===== src/rtl/encoder.sv =====
// Shift-chain return path: packs SHIFT_TAIL bits MSB-first into bytes and
// queues them in a small FIFO for the UART transmitter (valid/ready).
module encoder #(
  parameter int FIFO_DEPTH = 4
) (
  input  logic       CLK,
  input  logic       RST_N,
  input  logic       SYNC,
  input  logic       SHIFT_ENABLE,
  input  logic       SHIFT_TAIL,
  input  logic       UART_READY,
  output logic       OUT_VALID,
  output logic [7:0] OUT_DATA,
  output logic       OVERFLOW
);

  localparam int PTR_W = $clog2(FIFO_DEPTH);
  localparam int CNT_W = $clog2(FIFO_DEPTH) + 1;
  localparam logic [CNT_W-1:0] DEPTH_C = CNT_W'(FIFO_DEPTH);

  logic [2:0]       bit_cnt_reg;
  logic [6:0]       partial_reg;
  logic [PTR_W-1:0] wr_ptr_reg;
  logic [PTR_W-1:0] rd_ptr_reg;
  logic [CNT_W-1:0] count_reg;
  logic [CNT_W-1:0] count_next;
  logic             overflow_reg;
  logic [7:0]       mem [FIFO_DEPTH];

  logic       capture;
  logic       byte_done;
  logic [7:0] new_byte;
  logic       fifo_full;
  logic       pop;
  logic       push;
  logic       drop;

  // SYNC overrides any capture on the same edge.
  assign capture   = SHIFT_ENABLE && !SYNC;
  assign byte_done = capture && (bit_cnt_reg == 3'd7);
  assign new_byte  = {partial_reg, SHIFT_TAIL};

  assign fifo_full = (count_reg == DEPTH_C);
  assign pop       = OUT_VALID && UART_READY;
  // A full FIFO still accepts a byte when the head leaves on the same edge.
  assign push      = byte_done && (!fifo_full || pop);
  assign drop      = byte_done && fifo_full && !pop;

  always_comb begin
    count_next = count_reg;
    if (push && !pop)
      count_next = count_reg + 1'b1;
    else if (pop && !push)
      count_next = count_reg - 1'b1;
  end

  always_ff @(posedge CLK or negedge RST_N) begin
    if (!RST_N) begin
      bit_cnt_reg  <= '0;
      partial_reg  <= '0;
      wr_ptr_reg   <= '0;
      rd_ptr_reg   <= '0;
      count_reg    <= '0;
      overflow_reg <= 1'b0;
    end else begin
      if (SYNC) begin
        bit_cnt_reg <= '0;
        partial_reg <= '0;
      end else if (capture) begin
        bit_cnt_reg <= bit_cnt_reg + 1'b1;
        partial_reg <= {partial_reg[5:0], SHIFT_TAIL};
      end
      if (push)
        wr_ptr_reg <= wr_ptr_reg + 1'b1;
      if (pop)
        rd_ptr_reg <= rd_ptr_reg + 1'b1;
      count_reg <= count_next;
      if (drop)
        overflow_reg <= 1'b1;
    end
  end

  // Storage needs no reset: the head is masked whenever the FIFO is empty.
  always_ff @(posedge CLK) begin
    if (push)
      mem[wr_ptr_reg] <= new_byte;
  end

  assign OUT_VALID = (count_reg != '0);
  assign OUT_DATA  = OUT_VALID ? mem[rd_ptr_reg] : 8'h00;
  assign OVERFLOW  = overflow_reg;

endmodule


===== config.mk =====
export PLATFORM = sky130hd
export DESIGN_NAME = encoder
export DESIGN_NICKNAME = d
export VERILOG_FILES = /design/src/rtl/encoder.sv
export SDC_FILE = /design/constraint.sdc
export NUM_CORES = 1
export LEC_CHECK = 0
export ABC_AREA = 1
export BUFFER_PORTS_ARGS = -buffer_cell sky130_fd_sc_hd__buf_2
export CAP_MARGIN = 20
export CORE_ASPECT_RATIO = 2
export CORE_MARGIN = 8
export CORE_UTILIZATION = 40
export CTS_CLUSTER_SIZE = 14
export DETAILED_ROUTE_END_ITERATION = 6
export PLACE_DENSITY = 0.68
export SLEW_MARGIN = 30
export SYNTH_ARGS = -nofsm -noshare
export SYNTH_HDL_FRONTEND = slang
export SYNTH_SLANG_ARGS = --single-unit

===== constraint.sdc =====
create_clock -name CLK -period 2.9 [get_ports CLK]
set_clock_uncertainty 0.2 [all_clocks]
set_input_delay 0.87 -clock CLK [delete_from_list [all_inputs] [get_ports CLK]]
set_output_delay 0.87 -clock CLK [all_outputs]
set_load 0.05 [all_outputs]

### Word level (Yosys, flattened, before mapping)

Memory sizes are Yosys's and may differ from the RTL's.
Cells that the tools add are included.
Widths: inputs -> output; s select.

* register bits: 18
* memory bits (writable): 32
* input port bits: 6
* output and inout bits: 10
* memories: 1

* add/subtract/negate cells: 5
* equal/unequal tests: 2
* mux-type cells: 9
* reductions and logical operators: 16

Memory list
* mem: depth 4, bits a word 8, rd ports 1, clocked after memory_dff 0, write ports 1, RTL line 28 `logic [7:0] mem [FIFO_DEPTH];`

Operators by type and width (number)
* $mux 7: 2
* $mux 3: 4
* $logic_and 1x1->1: 8
* $mux 8: 1
* $add 3x1->3 const B: 2
* $eq 3x3->1 const B: 2
* $add 2x1->2 const B: 2
* $logic_not 1->1: 4
* $reduce_bool 2->1: 2
* $reduce_bool 3->1: 1
* $sub 3x1->3 const B: 1
* $mux 1: 2
* $logic_or 1x1->1: 1

### Logic depth before layout (Yosys ltp)

* depth in word-level cells: 8
* depth in mapped cells: 14
* depth with buffers taken out: 14

### Least setup slack after synthesis

Ideal clock, no wire load.

* path kind: register to output
* start point: reg count_reg[0]
* end point: out OUT_DATA[0]
* data arrival time: 1878 ps
* slack: -48 ps
* stages on the path, launching flop included: 5
* buffers on the path: 0
* path through: dfrtp_1 > nor2_1 > nand2_1 > inv_1 > a21oi_1

* longest elaborated chain between the ends: 2

Ends and longest elaborated chain
* start, declared: RTL line 25 `logic [CNT_W-1:0] count_reg;`
* start signal, assigned: RTL line 77 `count_reg <= count_next;`
* $reduce_bool 3->1: RTL line 89 `assign OUT_VALID = (count_reg != '0);`
* via OUT_VALID: RTL line 12 `output logic OUT_VALID,`
* $mux 8: RTL line 90 `assign OUT_DATA = OUT_VALID ? mem[rd_ptr_reg] : 8'h00;`
* end, declared: RTL line 13 `output logic [7:0] OUT_DATA,`

The timed path passes the listed nets, and every way through them passes these cells.

### Worst setup path after layout

* start point: reg rd_ptr_reg[0]
* end point: out OUT_DATA[5]

* longest elaborated chain between the ends: 2

Ends and longest elaborated chain
* start, declared: RTL line 24 `logic [PTR_W-1:0] rd_ptr_reg;`
* start signal, assigned: RTL line 76 `rd_ptr_reg <= rd_ptr_reg + 1'b1;`
* $mem_v2 4x8
* $mux 8: RTL line 90

Every way passes these cells.

==> key figures <==
Timing
  • RSZ-0062 raised after global routing: false
  • Fmax: 379 MHz
  • Tcrit/Tclk final: 91.1%
  • Relative max-transition margin: 71.8%
  • Max-slew violations: 0
  • Slew of the pin with the lowest slew margin: 0.423 ns
  • Setup Viol. Count Final: 0
  • Final worst path period need: roughly 2.6 ns
  • Final hold vios: 0

Pwr
  • Clock network power share: approximately a fifth
  • Leak: 1.21 nW
  • Int Power: 1.21 mW
  • Pwr dens: ~840 mW/mm^2
  • Final Total Pwr: 2.12 mW
  • Gate power share: a little over two fifths
  • Psw: 0.914 mW
  • Flop pwr share: 39.1%
  • Peak supply drop: 0.411 mV
  • Sw Ratio: a little over two fifths

Floorplanning
  • Width of the die: slightly below 70 um
  • Initial Util: 41.6%
  • Rows: 38
  • Core area: 0.00542 sq mm
  • IO Pins: 16
  • Die Y: around 120 um
  • Die ar.: 0.00844 sq mm

Clocking
  • Post_cts resized: 0
  • Post-CTS setup buffers: 0
  • Clock Latency Late Sink: ~0.29 ns
  • H-tree depth: 2
  • CTS tree: yes
  • TritonCTS Buffers: 5
  • CTS Buffer Depth: 2
  • Root Buffer Master: clkbuf_8
  • Sinks on Clock Net: 50
  • Clock transition at the registers of the reported paths: roughly 0.080 ns
  • Hold_buf cts: 0

Global routing
  • Initial antenna violation count: 0
  • Vias in the first global route: roughly 1500
  • GRT Total Usage: 9.75%
  • First-pass GRT wire length: 6800 um
  • Largest net degree at the start of global routing: 19
  • GRT Residual Overflow: 0

Place
  • Placed insts: 306
  • HPWL Detailed: between 2000 and 3000 um
  • Port Buffers: 15
  • Placed instance area: 0.00243 sq mm
  • Gpl congestion: 0.753

Finish
  • Layout cells sized above 1: between 10 and 15%
  • Nets: 267
  • Layout area overhead: 11.8%
  • Inserted Diodes: 0
  • Design Area, Final: around 0.0025 sq mm
  • Cell Count, Final, Fillers Out: 314
  • Max reg flops: 32
  • Most common cell after layout, fill and taps aside: nand2_1
  • Most frequent cells in the layout: 57 x nand2_1, 54 x inv_1, 32 x edfxtp_1
  • Core Util, Final: 46.5%

Min path
  • Worst Hold Path Cells: 2
  • Hold EP: OVERFLOW
  • Worst hold start: OVERFLOW
  • Worst hold path class: flop to flop

Route
  • DR vias: 1487
  • DRC Markers: 0
  • DR iter-0 viols: 69
  • Via density: 4.74
  • Final WL: 3800 um
  • Wire per inst: 12.1 um
  • Drt first pass iters: 4
  • Remaining antenna violation count after routing: 0

Setup path
  • Worst Setup Start Kind: flop
  • CP top delay family: buffers and inverters
  • CP cell instances: buf_4 -> nand2_1 -> nand3_1 -> a21oi_1 -> buf_2
  • Critical Path AT: 1.57 ns
  • Slowest Stage Delay on Critical Path: 0.43 ns
  • Reg-to-reg critical path endpoint: count_reg[2]
  • Reg2reg setup slack: 0.72 ns
  • Crit-path max FO: 16
  • WP buf/inv: 2
  • CP required: 1.83 ns
  • Slowest CP cell: dfrtp_1
  • Reg2reg start: bit_cnt_reg[0]
  • CP endpoint kind: output pin
  • Worst setup path category: flop to output pin
  • Depth of the most critical reg-to-reg path: 13

Logic synthesis
  • Synth area leader: edfxtp_1
  • Yosys top cell area share: between 40 and 50%
  • Cell area after synthesis: 0.00226 sq mm
  • Post-synth net total: 242
  • Mapped Cells: 228
  • Unique masters post-synth: 19
  • Seq/Total Area, Yosys: between 60% and 70%
  • Yosys Warn Count: 0
  • Avg Inst Size Synth: 9.89 sq um
  • Yosys reg bits: 50
  • Top post-synthesis cells by area: edfxtp_1 43%, dfrtp_1 20%, nand2_1 9.5%, inv_1 9.2%, nand3_1 5.3%

Run status
  • Outcome: finished clean

Flow run
  • Max cap viols: 0
## worst min-delay path, cell delays in order, from the launching register on
cell and delay [ns]:
dfrtp_1 0.34, inv_1 0.04, nand2_1 0.06
## power by group through the flow
stage	clock network, mW	logic, mW	registers, mW
final	0.401	0.893	0.831
after detailed placement	0	0.909	0.848
after global placement	0	0.902	0.846
after global routing	0.440	0.985	0.840
after floorplan	0	0.724	0.832
after CTS	0.417	0.911	0.833
## Yosys cell counts, drive strengths merged
| cell | instances |
|---|---|
| buf | 4 |
| nand4 | 1 |
| xnor2 | 2 |
| nand3 | 24 |
| a21oi | 8 |
| nor2 | 8 |
| fa | 1 |
| o22ai | 5 |
| nand2 | 58 |
| inv | 56 |
| ha | 7 |
| dfrtp | 18 |
| o21ai | 4 |
| edfxtp | 32 |
## layout make-up
type | count | area (sq um)
Clock inverter | 1 | 5.00
Clock buffer | 7 | 86.3
Inverter | 56 | 210
Tap cell | 60 | 75.1
Sequential cell | 50 | 1410
Multi-Input combinational cell | 118 | 606
Timing Repair Buffer | 22 | 128
Fill cell | 515 | 2900
## metrics by stage
stage | setup slack (ns) | hold WS, ns | TNS, ns
finish | 0.258 | 0.265 | 0
floorplan | -0.0480 | 0.242 | -0.384
global route | 0.115 | 0.301 | 0
global placement | 0.276 | 0.245 | 0
CTS | 0.132 | 0.272 | 0
detailed placement | 0.211 | 0.251 | 0
## worst max path at each step
stage             startpoint           end  slack [ns]  cells past startpoint
2_1_floorplan   count_reg[0]   OUT_DATA[0]       -0.05                      4
4_1_cts         count_reg[0]   OUT_DATA[5]        0.13                      5
3_5_place_dp            SYNC  count_reg[2]        0.21                     13
5_1_grt         count_reg[0]   OUT_DATA[0]        0.12                      5
3_3_place_gp            SYNC  count_reg[2]        0.28                     13
6_report       rd_ptr_reg[0]   OUT_DATA[5]        0.26                      5
## kinds of logic after synthesis
| kind of cell | after synthesis | share of synthesized area, % |
|---|---|---|
| AND/OR/NAND/NOR | 91 | 17.2 |
| flip-flops | 50 | 62.6 |
| XOR/XNOR | 2 | 0.777 |
| buffers and inverters | 60 | 10.6 |
| adder cells (fa/ha/maj) | 8 | 4.77 |
| AO/OA/AOI/OAI | 17 | 4.05 |
## layer usage
| layer | share of wire (%) | GRT usage [%] |
|---|---|---|
| met1 | 40 | 9.86 |
| met2 | 55 | 17.9 |
| met3 | 2.7 | 1.87 |
| met4 | 2.3 | 6.06 |
| met5 | 0 | 0 |
Power figures use the tool's default switching activity.
